==> config.mk <==
export PLATFORM = sky130hd
export DESIGN_NAME = dmem_arbiter_flat
export DESIGN_NICKNAME = d
export VERILOG_FILES = /design/src/rtl/dmem_arb_pkg.sv /design/src/rtl/dmem_arbiter_if.sv /design/src/rtl/dmem_arb_rdpipe.sv /design/src/rtl/dmem_arbiter.sv /design/src/flat_wrapper.sv
export SDC_FILE = /design/constraint.sdc
export NUM_CORES = 1
export LEC_CHECK = 0
export ABC_CLOCK_PERIOD_IN_PS = 4750
export BUFFER_PORTS_ARGS = -buffer_cell sky130_fd_sc_hd__buf_2
export CORE_MARGIN = 3
export CORE_UTILIZATION = 47
export CTS_CLUSTER_DIAMETER = 150
export DETAILED_ROUTE_END_ITERATION = 10
export GPL_TIMING_DRIVEN = 0
export HOLD_SLACK_MARGIN = 0.05
export PLACE_DENSITY = 0.92
export SKIP_CTS_REPAIR_TIMING = 1
export SYNTH_ARGS = -nofsm -noshare
export SYNTH_HDL_FRONTEND = slang
export SYNTH_SLANG_ARGS = --single-unit
==> constraint.sdc <==
create_clock -name clk -period 4.75 [get_ports clk]
set_clock_uncertainty 0.2 [all_clocks]
set_input_delay 0.95 -clock clk [delete_from_list [all_inputs] [get_ports clk]]
set_output_delay 0.95 -clock clk [all_outputs]
set_load 0.005 [all_outputs]
==> src/rtl/dmem_arb_pkg.sv <==
// Shared types and constants for the dmem arbiter: FSM states, owner tags,
// burst counter width and the saturating increment used by the burst limit.
package dmem_arb_pkg;

  localparam int unsigned CNT_W = 8;

  typedef enum logic [1:0] {
    StIdle = 2'd0,
    StOwnP = 2'd1,
    StOwnD = 2'd2
  } arb_state_e;

  localparam logic TAG_P = 1'b0;
  localparam logic TAG_D = 1'b1;

  function automatic logic [CNT_W-1:0] sat_inc(logic [CNT_W-1:0] cnt, logic [CNT_W-1:0] max);
    return (cnt < max) ? cnt + CNT_W'(1) : cnt;
  endfunction

endpackage

==> src/rtl/dmem_arbiter_if.sv <==
// Bundle of both requester ports, the dmem syncram port and the busy flag.
// The arbiter uses the slave modport; requesters and the memory sit on master.
interface dmem_arbiter_if #(
  parameter int unsigned ADDR_W = 12,
  parameter int unsigned DATA_W = 32
);
  logic              req_p;
  logic              we_p;
  logic [ADDR_W-1:0] addr_p;
  logic [DATA_W-1:0] wdata_p;
  logic              gnt_p;
  logic              rvalid_p;

  logic              req_d;
  logic              we_d;
  logic [ADDR_W-1:0] addr_d;
  logic [DATA_W-1:0] wdata_d;
  logic              gnt_d;
  logic              rvalid_d;

  logic [DATA_W-1:0] rdata;
  logic [ADDR_W-1:0] dmem_address;
  logic [DATA_W-1:0] dmem_data;
  logic              dmem_wren;
  logic [DATA_W-1:0] dmem_q;
  logic              busy;

  modport slave (
    input  req_p, we_p, addr_p, wdata_p, req_d, we_d, addr_d, wdata_d, dmem_q,
    output gnt_p, rvalid_p, gnt_d, rvalid_d, rdata, dmem_address, dmem_data, dmem_wren, busy
  );

  modport master (
    output req_p, we_p, addr_p, wdata_p, req_d, we_d, addr_d, wdata_d, dmem_q,
    input  gnt_p, rvalid_p, gnt_d, rvalid_d, rdata, dmem_address, dmem_data, dmem_wren, busy
  );
endinterface

==> src/rtl/dmem_arb_rdpipe.sv <==
// Read-return pipe: RD_LAT stages of {valid, owner tag}. The tag travels with
// the read so rvalid is routed to the issuer regardless of current ownership.
module dmem_arb_rdpipe
  import dmem_arb_pkg::*;
#(
  parameter int unsigned RD_LAT = 1
) (
  input  logic clk,
  input  logic rst,
  input  logic push,
  input  logic tag,
  output logic rvalid_p,
  output logic rvalid_d,
  output logic pending
);

  logic [RD_LAT-1:0] vld_q;
  logic [RD_LAT-1:0] tag_q;

  always_ff @(posedge clk) begin
    if (rst) begin
      vld_q <= '0;
      tag_q <= '0;
    end else begin
      vld_q[0] <= push;
      tag_q[0] <= tag;
      for (int i = 1; i < RD_LAT; i++) begin
        vld_q[i] <= vld_q[i-1];
        tag_q[i] <= tag_q[i-1];
      end
    end
  end

  // Gated by reset so a read in flight never surfaces once reset is asserted.
  assign rvalid_p = !rst && vld_q[RD_LAT-1] && (tag_q[RD_LAT-1] == TAG_P);
  assign rvalid_d = !rst && vld_q[RD_LAT-1] && (tag_q[RD_LAT-1] == TAG_D);
  assign pending  = |vld_q;

endmodule

==> src/rtl/dmem_arbiter.sv <==
// Arbitrates the single-port dmem between the processor (P) and debug/loader (D)
// ports with a burst limit. Define DMEM_ARB_RR_EN for round-robin IDLE tie-breaks.
module dmem_arbiter
  import dmem_arb_pkg::*;
#(
  parameter int unsigned ADDR_W    = 12,
  parameter int unsigned DATA_W    = 32,
  parameter int unsigned RD_LAT    = 1,
  parameter int unsigned MAX_BURST = 8
) (
  input logic           clk,
  input logic           rst,
  dmem_arbiter_if.slave bus
);

  localparam logic [CNT_W-1:0] MaxCnt = CNT_W'(MAX_BURST);

  arb_state_e        state_q, state_d;
  logic [CNT_W-1:0]  cnt_q, cnt_d;
  logic [ADDR_W-1:0] addr_q;
  logic [DATA_W-1:0] data_q;
  logic              grant_p, grant_d;
  logic              gnt_p, gnt_d, gnt_any;
  logic [ADDR_W-1:0] addr_mux;
  logic [DATA_W-1:0] data_mux;
  logic              we_mux;
  logic              pending;
`ifdef DMEM_ARB_RR_EN
  logic              rr_q, rr_d;
`endif

  always_comb begin
    state_d = state_q;
    cnt_d   = cnt_q;
    grant_p = 1'b0;
    grant_d = 1'b0;
`ifdef DMEM_ARB_RR_EN
    rr_d    = rr_q;
`endif
    unique case (state_q)
      StIdle: begin
        if (bus.req_p && bus.req_d) begin
`ifdef DMEM_ARB_RR_EN
          // Alternate the tie winner; rr_q holds the last IDLE tie winner.
          if (rr_q == TAG_D) grant_p = 1'b1;
          else               grant_d = 1'b1;
          rr_d = (rr_q == TAG_D) ? TAG_P : TAG_D;
`else
          grant_p = 1'b1;
`endif
        end else if (bus.req_p) begin
          grant_p = 1'b1;
        end else if (bus.req_d) begin
          grant_d = 1'b1;
        end
      end
      StOwnP: begin
        if (bus.req_p && (!bus.req_d || cnt_q < MaxCnt)) grant_p = 1'b1;
        else if (bus.req_d)                               grant_d = 1'b1;
      end
      StOwnD: begin
        if (bus.req_d && (!bus.req_p || cnt_q < MaxCnt)) grant_d = 1'b1;
        else if (bus.req_p)                               grant_p = 1'b1;
      end
      default: ;
    endcase

    if (grant_p) begin
      state_d = StOwnP;
      cnt_d   = (state_q == StOwnP) ? sat_inc(cnt_q, MaxCnt) : CNT_W'(1);
    end else if (grant_d) begin
      state_d = StOwnD;
      cnt_d   = (state_q == StOwnD) ? sat_inc(cnt_q, MaxCnt) : CNT_W'(1);
    end else begin
      state_d = StIdle;
      cnt_d   = '0;
    end
  end

  always_ff @(posedge clk) begin
    if (rst) begin
      state_q <= StIdle;
      cnt_q   <= '0;
      addr_q  <= '0;
      data_q  <= '0;
    end else begin
      state_q <= state_d;
      cnt_q   <= cnt_d;
      if (gnt_any) begin
        addr_q <= addr_mux;
        data_q <= data_mux;
      end
    end
  end

`ifdef DMEM_ARB_RR_EN
  always_ff @(posedge clk) begin
    if (rst) rr_q <= TAG_D;
    else     rr_q <= rr_d;
  end
`endif

  // No access may reach dmem while reset is held.
  assign gnt_p   = grant_p && !rst;
  assign gnt_d   = grant_d && !rst;
  assign gnt_any = gnt_p || gnt_d;

  assign addr_mux = grant_d ? bus.addr_d  : bus.addr_p;
  assign data_mux = grant_d ? bus.wdata_d : bus.wdata_p;
  assign we_mux   = grant_d ? bus.we_d    : bus.we_p;

  assign bus.gnt_p        = gnt_p;
  assign bus.gnt_d        = gnt_d;
  assign bus.dmem_address = gnt_any ? addr_mux : addr_q;
  assign bus.dmem_data    = gnt_any ? data_mux : data_q;
  assign bus.dmem_wren    = gnt_any && we_mux;
  assign bus.rdata        = bus.dmem_q;
  assign bus.busy         = !rst && ((state_q != StIdle) || pending);

  dmem_arb_rdpipe #(
    .RD_LAT (RD_LAT)
  ) u_rdpipe (
    .clk      (clk),
    .rst      (rst),
    .push     (gnt_any && !we_mux),
    .tag      (gnt_d ? TAG_D : TAG_P),
    .rvalid_p (bus.rvalid_p),
    .rvalid_d (bus.rvalid_d),
    .pending  (pending)
  );

endmodule

==> src/flat_wrapper.sv <==
// flat-port wrapper written by rule: the top's interface ports become plain ports
module dmem_arbiter_flat import dmem_arb_pkg::*;
#(
  parameter int unsigned ADDR_W    = 12,
  parameter int unsigned DATA_W    = 32,
  parameter int unsigned RD_LAT    = 1,
  parameter int unsigned MAX_BURST = 8
)
  (clk, rst, bus_req_p, bus_we_p, bus_addr_p, bus_wdata_p, bus_req_d, bus_we_d, bus_addr_d, bus_wdata_d, bus_dmem_q, bus_gnt_p, bus_rvalid_p, bus_gnt_d, bus_rvalid_d, bus_rdata, bus_dmem_address, bus_dmem_data, bus_dmem_wren, bus_busy);
  dmem_arbiter_if #(.ADDR_W(ADDR_W), .DATA_W(DATA_W)) bus_i ();
  input logic clk;
  input logic rst;
  input wire logic [$bits(bus_i.req_p)-1:0] bus_req_p;
  input wire logic [$bits(bus_i.we_p)-1:0] bus_we_p;
  input wire logic [$bits(bus_i.addr_p)-1:0] bus_addr_p;
  input wire logic [$bits(bus_i.wdata_p)-1:0] bus_wdata_p;
  input wire logic [$bits(bus_i.req_d)-1:0] bus_req_d;
  input wire logic [$bits(bus_i.we_d)-1:0] bus_we_d;
  input wire logic [$bits(bus_i.addr_d)-1:0] bus_addr_d;
  input wire logic [$bits(bus_i.wdata_d)-1:0] bus_wdata_d;
  input wire logic [$bits(bus_i.dmem_q)-1:0] bus_dmem_q;
  output wire logic [$bits(bus_i.gnt_p)-1:0] bus_gnt_p;
  output wire logic [$bits(bus_i.rvalid_p)-1:0] bus_rvalid_p;
  output wire logic [$bits(bus_i.gnt_d)-1:0] bus_gnt_d;
  output wire logic [$bits(bus_i.rvalid_d)-1:0] bus_rvalid_d;
  output wire logic [$bits(bus_i.rdata)-1:0] bus_rdata;
  output wire logic [$bits(bus_i.dmem_address)-1:0] bus_dmem_address;
  output wire logic [$bits(bus_i.dmem_data)-1:0] bus_dmem_data;
  output wire logic [$bits(bus_i.dmem_wren)-1:0] bus_dmem_wren;
  output wire logic [$bits(bus_i.busy)-1:0] bus_busy;
  assign bus_i.req_p = bus_req_p;
  assign bus_i.we_p = bus_we_p;
  assign bus_i.addr_p = bus_addr_p;
  assign bus_i.wdata_p = bus_wdata_p;
  assign bus_i.req_d = bus_req_d;
  assign bus_i.we_d = bus_we_d;
  assign bus_i.addr_d = bus_addr_d;
  assign bus_i.wdata_d = bus_wdata_d;
  assign bus_i.dmem_q = bus_dmem_q;
  assign bus_gnt_p = bus_i.gnt_p;
  assign bus_rvalid_p = bus_i.rvalid_p;
  assign bus_gnt_d = bus_i.gnt_d;
  assign bus_rvalid_d = bus_i.rvalid_d;
  assign bus_rdata = bus_i.rdata;
  assign bus_dmem_address = bus_i.dmem_address;
  assign bus_dmem_data = bus_i.dmem_data;
  assign bus_dmem_wren = bus_i.dmem_wren;
  assign bus_busy = bus_i.busy;
  dmem_arbiter #(.ADDR_W(ADDR_W), .DATA_W(DATA_W), .RD_LAT(RD_LAT), .MAX_BURST(MAX_BURST)) u_core (.clk(clk), .rst(rst), .bus(bus_i));
endmodule
After elaboration in Yosys (flattened, before gate mapping)
Cells that the tools add are included.
{ "word_totals": {"regBits": 56, "output_inout_bits": 82, "word_cells": 58} }
{ "classes": {"n_addsub": 1, "n_lt_le_gt_ge": 1, "eq_ne": 2, "mux": 24, "n_bitwise": 1, "n_reduce_logical": 22} }
{ "ops": {"columns": ["operator", "count"], "rows": [
  ["32-bit 2-to-1 mux", 2],
  ["8-bit 2-to-1 mux", 5],
  ["12-bit 2-to-1 mux", 2],
  ["1-bit 2-to-1 mux", 12],
  ["1-bit logical AND", 11],
  ["8-bit by 1-bit adder with 8-bit output (second input constant)", 1],
  ["8-bit by 4-bit less-than comparator with 1-bit output (second input constant)", 1],
  ["1-bit case mux with 3 select lines", 2],
  ["1-bit zero test", 4],
  ["1-bit logical OR", 4],
  ["2-bit by 1-bit == test with 1-bit output (second input constant)", 1],
  ["2-bit == test (second input constant)", 1],
  ["2-bit zero test", 1],
  ["2-bit 2-to-1 mux", 1],
  ["2-bit nonzero test", 1],
  ["2-bit OR reduction", 1],
  ["1-bit inverter", 1]
]} }

Logic depth before layout (Yosys ltp)
Gate-level depths: netlist of the first run.
{ "logic_depth": {"ltp_word": 8, "depth_mapped": 6, "mapped_depth_nobuf": 4} }

Hierarchy
Synthesis of the first run repeated with hierarchy kept, for this count alone.
{ "unflattened": {"cells_unflattened": 409, "hier_area_um2": 3310.7} }
{ "by_module_without_submodules": {"columns": ["mod", "instances", "cells_per_inst", "area_each_um2", "seq_area_each_um2"], "rows": [
  ["dmem_arbiter", 1, 403, 3235.6, 1081.0],
  ["dmem_arb_rdpipe", 1, 6, 75.1, 40.0]
]} }

Worst setup path before layout of the first run
Ideal clock, no wire load.
{ "synth_timing": {"path_type": "input to output", "startpoint": "input port bus_req_p", "endpoint": "output port bus_dmem_address[0]", "t_arrival_ns": 2.167, "path_slack_ns": 1.433, "cell_stages": 6, "n_path_buf": 2, "path_cell_list": "or4b_1 > mux2i_2 > buf_6 > buf_12 > o21ai_2 > a31oi_1"} }
{ "synth_via": {"elab_chain_len": 8} }
{ "synth_rtl": {"columns": ["item", "line_no", "text"], "rows": [
  ["start, declared", "flat_wrapper.sv:13", "input wire logic [$bits(bus_i.req_p)-1:0] bus_req_p;"],
  ["1-bit zero test", "dmem_arbiter.sv:62", "if (bus.req_d && (!bus.req_p || cnt_q < MaxCnt)) grant_d = 1'b1;"],
  ["1-bit logical OR", "dmem_arbiter.sv:62", null],
  ["1-bit logical AND", "dmem_arbiter.sv:62", null],
  ["1-bit 2-to-1 mux", "dmem_arbiter.sv:62", null],
  ["1-bit case mux with 3 select lines", "dmem_arbiter.sv:40", "unique case (state_q)"],
  ["1-bit logical AND (on tied branches)", "dmem_arbiter.sv:104, dmem_arbiter.sv:105", null],
  ["1-bit logical OR", "dmem_arbiter.sv:106", "assign gnt_any = gnt_p || gnt_d;"],
  ["12-bit 2-to-1 mux *", "dmem_arbiter.sv:114", "assign bus.dmem_address = gnt_any ? addr_mux : addr_q;"],
  ["end, declared", "flat_wrapper.sv:27", "output wire logic [$bits(bus_i.dmem_address)-1:0] bus_dmem_address;"]
]} }
Mark *: on every way between the ends. The rest lies on a longest branch, timed or not.

Worst setup path after layout of the first run
{ "layout_timing": {"startpoint": "input port rst", "endpoint": "output port bus_dmem_address[11]"} }
{ "layout_via": {"elab_chain_len": 4} }
{ "layout_rtl": {"columns": ["item", "line_no", "text"], "rows": [
  ["start, declared", "flat_wrapper.sv:12", "input logic rst;"],
  ["1-bit zero test *", "dmem_arbiter.sv:104, dmem_arbiter.sv:105", null],
  ["1-bit logical AND (on tied branches)", "dmem_arbiter.sv:104, dmem_arbiter.sv:105", null],
  ["1-bit logical OR *", "dmem_arbiter.sv:106", null],
  ["12-bit 2-to-1 mux *", "dmem_arbiter.sv:114", null]
]} }
Marked as above.

==> summary.json, run 1 <==
{
  "timing": {
    "finalHoldViolCount": 0,
    "max_freq_mhz": 238.1,
    "final.setup.worst_slack_ps": 550.0,
    "setup_viol": 0,
    "grt_setup_unrepaired": "false",
    "drv_slew": 0,
    "finalCritPeriodShare_pct": 88.42,
    "post-route-min-period_ps": 4200,
    "worst_slew_pin_slew_ps": 843.7,
    "setup_total_neg_slack_ps": 0,
    "max-slew-margin-rel_pct": 43.64
  },
  "floorplan": {
    "die_outline_width_um": 92.04,
    "start_util_pct": 49.84,
    "fp.coreArea_um2": 6982,
    "die_height_um": 92.04,
    "floorplan.rows": 30,
    "num_io_pins": 208,
    "floorplan.die_area_um2": 8471
  },
  "layout": {
    "num-nets-final": 713,
    "area_growth_pct": 30.85,
    "final_core_util_pct": 65.22,
    "n_fill_cell": 638,
    "multi_input_area_um2": 1897,
    "area.sequential_um2": 1121,
    "final_layout_size_suffix_gt1_share_pct": 44.88,
    "antennaDiodeCount": 0
  },
  "critical_path": {
    "capturing_element_type_of_the_critical_path": "primary output",
    "setup.worst_path.start_class": "input pin",
    "cp_max_fo": 10,
    "cp_data_required_time_ps": 3600,
    "critical_path_arrival_ps": 3050,
    "ff2ff_setup_slack_ps": 2190,
    "r2r.worst_path.cells": 5,
    "criticalPathCategory": "in -> out",
    "gate_family_responsible_for_the_most_delay_along_the_worst_path": "buffers and inverters",
    "critPathMostFrequentCell": "buf_2",
    "crit_buf_inv": 4,
    "path_cells": "buf_2 > a21oi_1 > a21boi_1 > buf_2 > clkbuf_1 > a31oi_1 > buf_2",
    "reg2reg_end": "u_core.data_q[20]",
    "cell_with_the_largest_stage_delay_on_the_worst_path": "a21boi_1",
    "critPathMaxStageDelay_ps": 570,
    "timing.rr.start": "u_core.state_q[0]"
  },
  "global_routing": {
    "grt_pass1_vias": 3843,
    "grt_usage_pct": 25.55,
    "wire_length_of_the_first_global_routing_pass_mm": 17.84,
    "grt_overflow_total": 0,
    "antenna_found_initial": 0,
    "grt_start_max_net_pins": 16
  },
  "drt": {
    "number_of_design_rule_violations_left_by_the_first_detailed_router_iteration": 163,
    "detail-route-antenna-nets": 0,
    "detail_route.wirelength_mm": 11.65,
    "route.detailed.vias_per_inst": 5.947,
    "drt_pre_antenna_iters": 5,
    "detail_route.drc_violations": 0,
    "vias": 4056,
    "detail_routed_net_length_per_standard_cell_um": 17.09
  },
  "power": {
    "power-per-cell-area_nw_per_um2": 249.9,
    "power_leakage_uw": 0.001896,
    "vdd_ir_drop_max_uv": 135.3,
    "report.power.total_uw": 1138
  },
  "synth": {
    "post_synth_inst_count": 404,
    "synth-warning-count": 0,
    "synth_mux_area_share_pct": 0.6832,
    "synthTopCellsByArea": "dfxtp_1, o211ai_1, a31oi_1",
    "ys_seq_area_share_pct": 32.22,
    "compound_gate_portion_of_the_synthesized_area_pct": 43.15,
    "synth_simple_gate_area_share_pct": 9.817,
    "synth_top_cell_by_area": "dfxtp_1",
    "netlist-cell-type-count": 40,
    "synth-adder-area-share_pct": 0.3596,
    "post_synth_most_frequent_cells": "dfxtp_1, nor2_1, o211ai_1",
    "syn-num-nets": 531,
    "synthMostInstantiatedCell": "dfxtp_1",
    "postSynthRegisterBits": 56,
    "synthesis.area_um2": 3480,
    "synth_async_sr_flop_share_pct": 0,
    "synthFlopType": "dfxtp_1",
    "syn-mean-instance-area_um2": 8.613,
    "synth-xor-area-share_pct": 0.5034,
    "synth.top_cell.area_share_pct": 32.22,
    "number_of_enable_flip_flop_cells_after_synthesis": 0,
    "synth_top_family_by_area": "compound AO/OA/AOI/OAI gates"
  },
  "place": {
    "dp_slack_ps": 636.5,
    "placement.io_buffers": 175,
    "place.detailed.hpwl_mm": 8.918,
    "gpl.final_weighted_congestion": 0.8415
  },
  "cts": {
    "cts-buffers-inserted": 5,
    "cts.sink_count": 56,
    "clock_tree.buffer_depth": 2,
    "clock_tree.root_cell": "clkbuf_8",
    "cts-htree-levels": 2,
    "tritoncts": "done",
    "clkTransAtPathRegs_ps": 90,
    "worst_skew_pair.late_latency_ps": 310
  },
  "hold_path": {
    "worstHoldEndpoint": "u_core.cnt_q[5]",
    "min-delay-path-class": "reg -> reg",
    "number_of_cells_traversed_by_the_worst_hold_path": 1,
    "timing.hold.worst.start": "u_core.cnt_q[5]"
  },
  "job": {
    "maxCapViolCount": 0
  },
  "run_status": {
    "status": "complete, no violations"
  }
}
-- logic make-up after synthesis --
logic type,after synthesis
buf+inv,77
compound gates,194
flops,56
mux,2
simple gates,72
xor+xnor,2
fa+ha+maj,1
-- worst max-delay path by stage --
stage,from,end,slack [ps],cells after the start
2_1_floorplan,bus_req_p,bus_dmem_address[0],1430,6
3_3_place_gp,rst,bus_dmem_data[0],680,7
3_5_place_dp,rst,bus_dmem_address[11],640,7
4_1_cts,rst,bus_dmem_address[11],630,7
5_1_grt,rst,bus_dmem_address[11],490,7
6_report,rst,bus_dmem_address[11],550,7
-- flip-flops by register name, indices dropped and copies added (netlist names) --
signal,flops
u_core.u_rdpipe.tag_q,1
u_core.state_q,2
u_core.addr_q,12
u_core.data_q,32
u_core.cnt_q,8
u_core.u_rdpipe.pending,1
-- report_power, final --
group / internal (µW) / switching (µW)
clock network: 101 / 156
logic: 164 / 202
registers: 503 / 11.5
-- layer usage --
layer | vias up | part of all wire (%) | track usage (%) | routed length, µm
met3 | 20 | 7.3 | 4.348 | 847
met1 | 1918 | 41 | 32.31 | 4747
met4 | 0 | 1.5 | 6.312 | 179
met5 | - | 0 | 0 | 0
met2 | 194 | 50 | 45.01 | 5878
li1 | 1924 | - | - | -
-- through the flow --
step | cells | instance area, µm² | hold slack [ps]
3_3_place_gp | 675 | 4476 | 287.7
6_report | 682 | 4553 | 307.3
2_1_floorplan | 404 | 3480 | 273.2
3_5_place_dp | 675 | 4476 | 294.1
4_1_cts | 682 | 4553 | 308.2
5_1_grt | 682 | 4553 | 330.8
-- layout make-up --
type | instances | share of cell area [%]
clock buffers | 6 | 1.594
repair buffers | 175 | 19.24
flip-flops and latches | 56 | 24.62
clock inverters | 1 | 0.1099
multi-input cells | 271 | 41.66
plain buffers | 74 | 9.893
well taps | 96 | 2.638
inverters | 3 | 0.2473
-- cell usage in the layout, fill, tap and decap left out, types with 2 or more instances in the layout --
cell	synthesis	final
a21boi_1	2	2
a21oi_1	5	5
a311oi_1	29	29
a311oi_2	16	16
a31oi_1	44	44
and3_1	3	3
buf_1	5	5
buf_2	7	182
buf_4	34	34
clkbuf_1	24	25
clkbuf_8	0	5
dfxtp_1	56	56
inv_1	3	3
nand2b_1	2	2
nand3_1	2	2
nor2_1	47	47
nor3_1	8	8
nor3b_1	5	5
o211ai_1	45	45
o21ai_0	15	15
o21ai_1	18	18
o21ai_2	15	15
No activity file was read; power rests on OpenSTA's default activity.
==> run 2, diff against run 1 <==
RECOVER_POWER = 25   (was not set)
==> summary.json, run 2 (synthesis gave the netlist of run 1 again) <==
{
  "drt": {
    "detail-route-antenna-nets": {"value": 0, "change": "unchanged"},
    "number_of_design_rule_violations_left_by_the_first_detailed_router_iteration": {"value": 154, "change": "was 163"},
    "detail_route.wirelength": {"value": 11.57, "unit": "mm", "change": "was 11.65 mm"},
    "detail_route.drc_violations": {"value": 0, "change": "unchanged"},
    "route.detailed.vias_per_inst": {"value": 5.921, "change": "was 5.947"},
    "detail_routed_net_length_per_standard_cell": {"value": 16.96, "unit": "µm", "change": "was 17.09 µm"},
    "drt_pre_antenna_iters": {"value": 5, "change": "unchanged"},
    "vias": {"value": 4038, "change": "was 4,056"}
  },
  "critical_path": {
    "critPathMaxStageDelay": {"value": 570, "unit": "ps", "change": "about the same"},
    "timing.rr.start": {"value": "u_core.state_q[0]", "change": "unchanged"},
    "cp_max_fo": {"value": 10, "change": "unchanged"},
    "ff2ff_setup_slack": {"value": 2210, "unit": "ps", "change": "was 2190 ps"},
    "setup.worst_path.start_class": {"value": "input pin", "change": "unchanged"},
    "crit_buf_inv": {"value": 4, "change": "unchanged"},
    "criticalPathCategory": {"value": "in -> out", "change": "unchanged"},
    "cp_num_cells": {"value": 7, "change": "unchanged"},
    "critPathMostFrequentCell": {"value": "buf_2", "change": "unchanged"},
    "gate_family_responsible_for_the_most_delay_along_the_worst_path": {"value": "buffers and inverters", "change": "unchanged"},
    "critical_path_arrival": {"value": 3040, "unit": "ps", "change": "was 3050 ps"},
    "capturing_element_type_of_the_critical_path": {"value": "primary output", "change": "unchanged"},
    "path_cells": {"value": "clkbuf_1 > a21oi_1 > a21boi_1 > buf_2 > buf_1 > a31oi_1 > buf_2", "change": "was buf_2 > a21oi_1 > a21boi_1 > buf_2 > clkbuf_1 > a31oi_1 > buf_2"},
    "r2r.worst_path.cells": {"value": 5, "change": "unchanged"},
    "cell_with_the_largest_stage_delay_on_the_worst_path": {"value": "a21boi_1", "change": "unchanged"},
    "cp_data_required_time": {"value": 3600, "unit": "ps", "change": "about the same"},
    "reg2reg_end": {"value": "u_core.data_q[20]", "change": "unchanged"}
  },
  "layout": {
    "antennaDiodeCount": {"value": 0, "change": "unchanged"},
    "instances_no_fill": {"value": 682, "change": "unchanged"},
    "top_regs": {"value": "u_core.data_q x32, u_core.addr_q x12, u_core.cnt_q x8", "change": "unchanged"},
    "finish.instance_area": {"value": 4546, "unit": "µm²", "change": "was 4553 µm²"},
    "regMostFlops": {"value": "u_core.data_q", "change": "unchanged"},
    "layout_commonest_cell": {"value": "buf_2", "change": "unchanged"},
    "area_growth": {"value": 30.64, "unit": "%", "change": "was 30.85%"},
    "largest_register_ff_count": {"value": 32, "change": "unchanged"},
    "final_layout_size_suffix_gt1_share": {"value": 43.86, "unit": "%", "change": "was 44.88%"},
    "final_core_util": {"value": 65.11, "unit": "%", "change": "was 65.22%"},
    "num-nets-final": {"value": 713, "change": "unchanged"},
    "layout_common_cells": {"value": "buf_2, dfxtp_1, nor2_1, o211ai_1, a31oi_1", "change": "unchanged"},
    "n_fill_cell": {"value": 642, "change": "was 638"}
  },
  "global_routing": {
    "grt_pass1_vias": {"value": 3843, "change": "unchanged"},
    "grt_start_max_net_pins": {"value": 16, "change": "unchanged"},
    "grt_overflow_total": {"value": 0, "change": "unchanged"},
    "antenna_found_initial": {"value": 0, "change": "unchanged"},
    "wire_length_of_the_first_global_routing_pass": {"value": 17.84, "unit": "mm", "change": "unchanged"},
    "grt_usage": {"value": 25.55, "unit": "%", "change": "unchanged"}
  },
  "hold_path": {
    "timing.hold.worst.start": {"value": "u_core.cnt_q[5]", "change": "unchanged"},
    "min-delay-path-class": {"value": "reg -> reg", "change": "unchanged"},
    "number_of_cells_traversed_by_the_worst_hold_path": {"value": 1, "change": "unchanged"},
    "worstHoldEndpoint": {"value": "u_core.cnt_q[5]", "change": "unchanged"}
  },
  "cts": {
    "clock_tree.root_cell": {"value": "clkbuf_8", "change": "unchanged"},
    "cts.sink_count": {"value": 56, "change": "unchanged"},
    "tritoncts": {"value": "done", "change": "unchanged"},
    "clock_tree.buffer_depth": {"value": 2, "change": "unchanged"},
    "cts-buffers-inserted": {"value": 5, "change": "unchanged"},
    "worst_skew_pair.late_latency": {"value": 310, "unit": "ps", "change": "about the same"},
    "cts-htree-levels": {"value": 2, "change": "unchanged"},
    "clkTransAtPathRegs": {"value": 90, "unit": "ps", "change": "about the same"}
  },
  "power": {
    "report.power.total": {"value": 1134, "unit": "µW", "change": "was 1138 µW"},
    "power_leakage": {"value": 0.001875, "unit": "µW", "change": "was 0.001896 µW"},
    "vdd_ir_drop_max": {"value": 134.4, "unit": "µV", "change": "was 135.3 µV"},
    "power-per-cell-area": {"value": 249.6, "unit": "nW/µm²", "change": "was 249.9 nW/µm²"}
  },
  "place": {
    "gpl.final_weighted_congestion": {"value": 0.8415, "change": "unchanged"},
    "placedCellCount": {"value": 675, "change": "unchanged"},
    "place.detailed.hpwl": {"value": 8.918, "unit": "mm", "change": "unchanged"},
    "placement.io_buffers": {"value": 175, "change": "unchanged"},
    "dpl_cell_area": {"value": 4476, "unit": "µm²", "change": "unchanged"}
  },
  "floorplan": {
    "die_outline_width": {"value": 92.04, "unit": "µm", "change": "unchanged"},
    "floorplan.rows": {"value": 30, "change": "unchanged"},
    "num_io_pins": {"value": 208, "change": "unchanged"},
    "floorplan.die_area": {"value": 8471, "unit": "µm²", "change": "unchanged"},
    "fp.coreArea": {"value": 6982, "unit": "µm²", "change": "unchanged"},
    "die_height": {"value": 92.04, "unit": "µm", "change": "unchanged"},
    "start_util": {"value": 49.84, "unit": "%", "change": "unchanged"}
  },
  "timing": {
    "setup_total_neg_slack": {"value": 0, "unit": "ps", "change": "unchanged"},
    "max_freq": {"value": 238.7, "unit": "MHz", "change": "was 238.1 MHz"},
    "setup_viol": {"value": 0, "change": "unchanged"},
    "grt_setup_unrepaired": {"value": "false", "change": "unchanged"},
    "finalCritPeriodShare": {"value": 88.20, "unit": "%", "change": "was 88.42%"},
    "finalHoldViolCount": {"value": 0, "change": "unchanged"},
    "post-route-min-period": {"value": 4190, "unit": "ps", "change": "was 4200 ps"},
    "worst_slew_pin_slew": {"value": 825.1, "unit": "ps", "change": "was 843.7 ps"},
    "max-slew-margin-rel": {"value": 44.88, "unit": "%", "change": "was 43.64%"},
    "drv_slew": {"value": 0, "change": "unchanged"}
  },
  "run_status": {
    "status": {"value": "complete, no violations", "change": "unchanged"}
  },
  "job": {
    "maxCapViolCount": {"value": 0, "change": "unchanged"}
  }
}
[run 2: worst max path at each step]
stage / start / to / slack, ps
after floorplan: bus_req_p / bus_dmem_address[0] / 1430
after global placement: rst / bus_dmem_data[0] / 680
after detailed placement: rst / bus_dmem_address[11] / 640
after CTS: rst / bus_dmem_address[11] / 630
after global routing: rst / bus_dmem_address[11] / 440
final: rst / bus_dmem_data[27] / 560
[run 2: stage by stage]
| step | setup WS [ps] | hold slack (ps) |
|---|---|---|
| final | 560.4 | 307.2 |
| after detailed placement | 636.5 | 294.1 |
| after global placement | 676.2 | 287.7 |
| after CTS | 628.1 | 308.2 |
| after global routing | 444.3 | 330.8 |
| after floorplan | 1433 | 273.2 |
[run 2: layout make-up]
cell class / instances / area (µm²) / area share [%]
flip-flops and latches: 56 / 1121 / 24.66
well taps: 96 / 120.1 / 2.642
clock buffers: 6 / 72.57 / 1.596
multi-input cells: 271 / 1897 / 41.73
inverters: 3 / 11.26 / 0.2477
plain buffers: 74 / 450.4 / 9.909
clock inverters: 1 / 5.005 / 0.1101
repair buffers: 175 / 868.3 / 19.10
[run 2: layer usage]
metal / track usage (%) / share of wire (%) / vias up
met3: 4.348 / 6.9 / 20
met1: 32.31 / 41 / 1911
li1: - / - / 1925
met2: 45.01 / 51 / 182
met4: 6.312 / 1.5 / 0
met5: 0 / 0 / -
[run 2: power by group]
group          internal [µW]  switching, µW
logic                    162            201
registers                503           11.6
clock network            101            155
[run 2: worst reg2reg max path, delay by kind of cell (launching register included)]
| kind | cells | cell delay [ps] |
|---|---|---|
| flops | 1 | 390 |
| compound gates | 3 | 1010 |
| buf+inv | 2 | 790 |
==> run 3, diff against run 2 <==
CORE_ASPECT_RATIO = 1.2   (was not set)
==> summary.json, run 3 (synthesis gave the netlist of run 1 again) <==
{
  "run_status": {
    "status": {"value": "complete, no violations", "change": "unchanged"}
  },
  "timing": {
    "final.setup.worst_slack": {"value": 460.6, "unit": "ps", "change": "was 560.4 ps"},
    "drv_slew": {"value": 0, "change": "unchanged"},
    "setup_viol": {"value": 0, "change": "unchanged"},
    "max-slew-margin-rel": {"value": 45.22, "unit": "%", "change": "was 44.88%"},
    "finalCritPeriodShare": {"value": 90.30, "unit": "%", "change": "was 88.20%"},
    "max_freq": {"value": 233.1, "unit": "MHz", "change": "was 238.7 MHz"},
    "post-route-min-period": {"value": 4289, "unit": "ps", "change": "was 4190 ps"},
    "worst_slew_pin_slew": {"value": 820.0, "unit": "ps", "change": "was 825.1 ps"},
    "setup_total_neg_slack": {"value": 0, "unit": "ps", "change": "unchanged"},
    "grt_setup_unrepaired": {"value": "false", "change": "unchanged"},
    "finalHoldViolCount": {"value": 0, "change": "unchanged"}
  },
  "critical_path": {
    "path_cells": {"value": "clkbuf_1 > inv_1 > a21boi_1 > buf_2 > clkbuf_1 > a31oi_1 > buf_2", "change": "was clkbuf_1 > a21oi_1 > a21boi_1 > buf_2 > buf_1 > a31oi_1 > buf_2"},
    "startpoint": {"value": "bus_req_p", "change": "was rst"},
    "setup.worst_path.start_class": {"value": "input pin", "change": "unchanged"},
    "critPathMaxStageDelay": {"value": 530, "unit": "ps", "change": "was 570 ps"},
    "criticalPathCategory": {"value": "in -> out", "change": "unchanged"},
    "timing.rr.start": {"value": "u_core.state_q[0]", "change": "unchanged"},
    "cp_max_fo": {"value": 10, "change": "unchanged"},
    "cell_with_the_largest_stage_delay_on_the_worst_path": {"value": "a21boi_1", "change": "unchanged"},
    "critical_path_arrival": {"value": 3140, "unit": "ps", "change": "was 3040 ps"},
    "capturing_element_type_of_the_critical_path": {"value": "primary output", "change": "unchanged"},
    "cp_data_required_time": {"value": 3600, "unit": "ps", "change": "about the same"}
  },
  "drt": {
    "detail_route.wirelength": {"value": 11.53, "unit": "mm", "change": "was 11.57 mm"},
    "drt_pre_antenna_iters": {"value": 5, "change": "unchanged"},
    "route.detailed.vias_per_inst": {"value": 6.136, "change": "was 5.921"},
    "detail_routed_net_length_per_standard_cell": {"value": 17.11, "unit": "µm", "change": "was 16.96 µm"},
    "detail_route.drc_violations": {"value": 0, "change": "unchanged"},
    "detail-route-antenna-nets": {"value": 0, "change": "unchanged"},
    "number_of_design_rule_violations_left_by_the_first_detailed_router_iteration": {"value": 242, "change": "was 154"},
    "vias": {"value": 4136, "change": "was 4,038"}
  },
  "global_routing": {
    "grt_pass1_vias": {"value": 3828, "change": "was 3,843"},
    "grt_start_max_net_pins": {"value": 17, "change": "was 16"},
    "grt_usage": {"value": 24.93, "unit": "%", "change": "was 25.55%"},
    "antenna_found_initial": {"value": 0, "change": "unchanged"},
    "wire_length_of_the_first_global_routing_pass": {"value": 17.51, "unit": "mm", "change": "was 17.84 mm"},
    "grt_overflow_total": {"value": 0, "change": "unchanged"}
  },
  "cts": {
    "cts.sink_count": {"value": 56, "change": "unchanged"},
    "cts-htree-levels": {"value": 2, "change": "unchanged"},
    "clock_tree.root_cell": {"value": "clkbuf_8", "change": "unchanged"},
    "clock_tree.buffer_depth": {"value": 2, "change": "unchanged"},
    "worst_skew_pair.late_latency": {"value": 310, "unit": "ps", "change": "about the same"},
    "cts-buffers-inserted": {"value": 5, "change": "unchanged"},
    "tritoncts": {"value": "done", "change": "unchanged"},
    "clkTransAtPathRegs": {"value": 90, "unit": "ps", "change": "about the same"}
  },
  "floorplan": {
    "floorplan.rows": {"value": 33, "change": "was 30"},
    "die_height": {"value": 100.3, "unit": "µm", "change": "was 92.04 µm"},
    "start_util": {"value": 49.57, "unit": "%", "change": "was 49.84%"},
    "fp.coreArea": {"value": 7019, "unit": "µm²", "change": "was 6982 µm²"},
    "floorplan.die_area": {"value": 8476, "unit": "µm²", "change": "was 8471 µm²"},
    "num_io_pins": {"value": 208, "change": "unchanged"},
    "die_outline_width": {"value": 84.55, "unit": "µm", "change": "was 92.04 µm"}
  },
  "job": {
    "maxCapViolCount": {"value": 0, "change": "unchanged"}
  },
  "layout": {
    "multi_input_area": {"value": 1893, "unit": "µm²", "change": "was 1897 µm²"},
    "num-nets-final": {"value": 713, "change": "unchanged"},
    "n_fill_cell": {"value": 593, "change": "was 642"},
    "regMostFlops": {"value": "u_core.data_q", "change": "unchanged"},
    "instances_no_fill": {"value": 674, "change": "was 682"},
    "largest_register_ff_count": {"value": 32, "change": "unchanged"},
    "antennaDiodeCount": {"value": 0, "change": "unchanged"},
    "top_regs": {"value": "u_core.data_q x32, u_core.addr_q x12, u_core.cnt_q x8", "change": "unchanged"},
    "layout_commonest_cell": {"value": "buf_2", "change": "unchanged"},
    "layout_common_cells": {"value": "buf_2, dfxtp_1, nor2_1, o211ai_1, a31oi_1", "change": "unchanged"},
    "final_layout_size_suffix_gt1_share": {"value": 44.12, "unit": "%", "change": "was 43.86%"},
    "area.sequential": {"value": 1121, "unit": "µm²", "change": "unchanged"},
    "area_growth": {"value": 30.74, "unit": "%", "change": "was 30.64%"}
  },
  "power": {
    "switchingPower": {"value": 371.1, "unit": "µW", "change": "was 367.9 µW"},
    "power_leakage": {"value": 0.001889, "unit": "µW", "change": "was 0.001875 µW"},
    "vdd_ir_drop_max": {"value": 148.1, "unit": "µV", "change": "was 134.4 µV"},
    "seq_power_share": {"value": 44.6, "unit": "%", "change": "was 45.4%"},
    "power.switching_fraction": {"value": 32.11, "unit": "%", "change": "was 32.43%"},
    "comb_power_share": {"value": 31.4, "unit": "%", "change": "was 32.0%"},
    "cellInternalPower": {"value": 784.6, "unit": "µW", "change": "was 766.5 µW"},
    "power-per-cell-area": {"value": 254.0, "unit": "nW/µm²", "change": "was 249.6 nW/µm²"},
    "clkPwrFrac": {"value": 24.0, "unit": "%", "change": "was 22.6%"}
  },
  "hold_path": {
    "min-delay-path-class": {"value": "reg -> reg", "change": "unchanged"},
    "timing.hold.worst.start": {"value": "u_core.cnt_q[5]", "change": "unchanged"}
  },
  "place": {
    "dp_slack": {"value": 533.1, "unit": "ps", "change": "was 636.5 ps"},
    "placement.io_buffers": {"value": 175, "change": "unchanged"},
    "gpl.final_weighted_congestion": {"value": 0.8838, "change": "was 0.8415"},
    "placedCellCount": {"value": 666, "change": "was 675"},
    "place.detailed.hpwl": {"value": 8.806, "unit": "mm", "change": "was 8.918 mm"}
  }
}
run 3: routing by layer:
layer	vias up	part of all wire (%)	global-route usage, %	routed length (µm)
li1	1932	-	-	-
met1	1943	38	29.23	4414
met2	241	52	44.91	5941
met3	20	8.3	4.762	954
met4	0	1.9	9.135	220
met5	-	0	0	0
run 3: final cells by class:
cell class              count  share of cell area (%)
multi-input cells         271                   41.61
flip-flops and latches     56                   24.64
repair buffers            175                   19.14
plain buffers              74                   9.901
well taps                  87                   2.393
clock buffers               7                   1.898
inverters                   3                  0.2475
clock inverters             1                  0.1650
run 3: metrics by stage:
step                power [µW]  area, µm²  hold WS (ps)  utilization (%)
floorplan                739.3       3480         273.2                -
global placement         875.7       4464         281.6            63.60
detailed placement       887.9       4464         293.7            63.60
CTS                       1157       4558         309.1            64.94
global route              1211       4549         326.2            64.81
finish                    1156       4549         308.1            64.81
run 3: power by group through the flow:
stage	Clock, µW	Combinational [µW]	Sequential, µW
6_report	277	363	515
5_1_grt	295	397	519
4_1_cts	278	364	515
3_5_place_dp	0	362	526
3_3_place_gp	0	352	524
2_1_floorplan	0	218	522
run 3: path summary, 6_finish.rpt:
check	end	slack [ps]	cells after the start
setup / recovery	bus_dmem_data[0]	460	7
hold reg to reg	u_core.cnt_q[5]	310	1
setup reg to reg	u_core.data_q[18]	2160	5
hold / removal	u_core.cnt_q[5]	310	1
run 3: critical path: cells and delay by family:
family	cells	cell delay, ps
AOI/OAI and AO/OA	2	730
buffers and inverters	5	1450
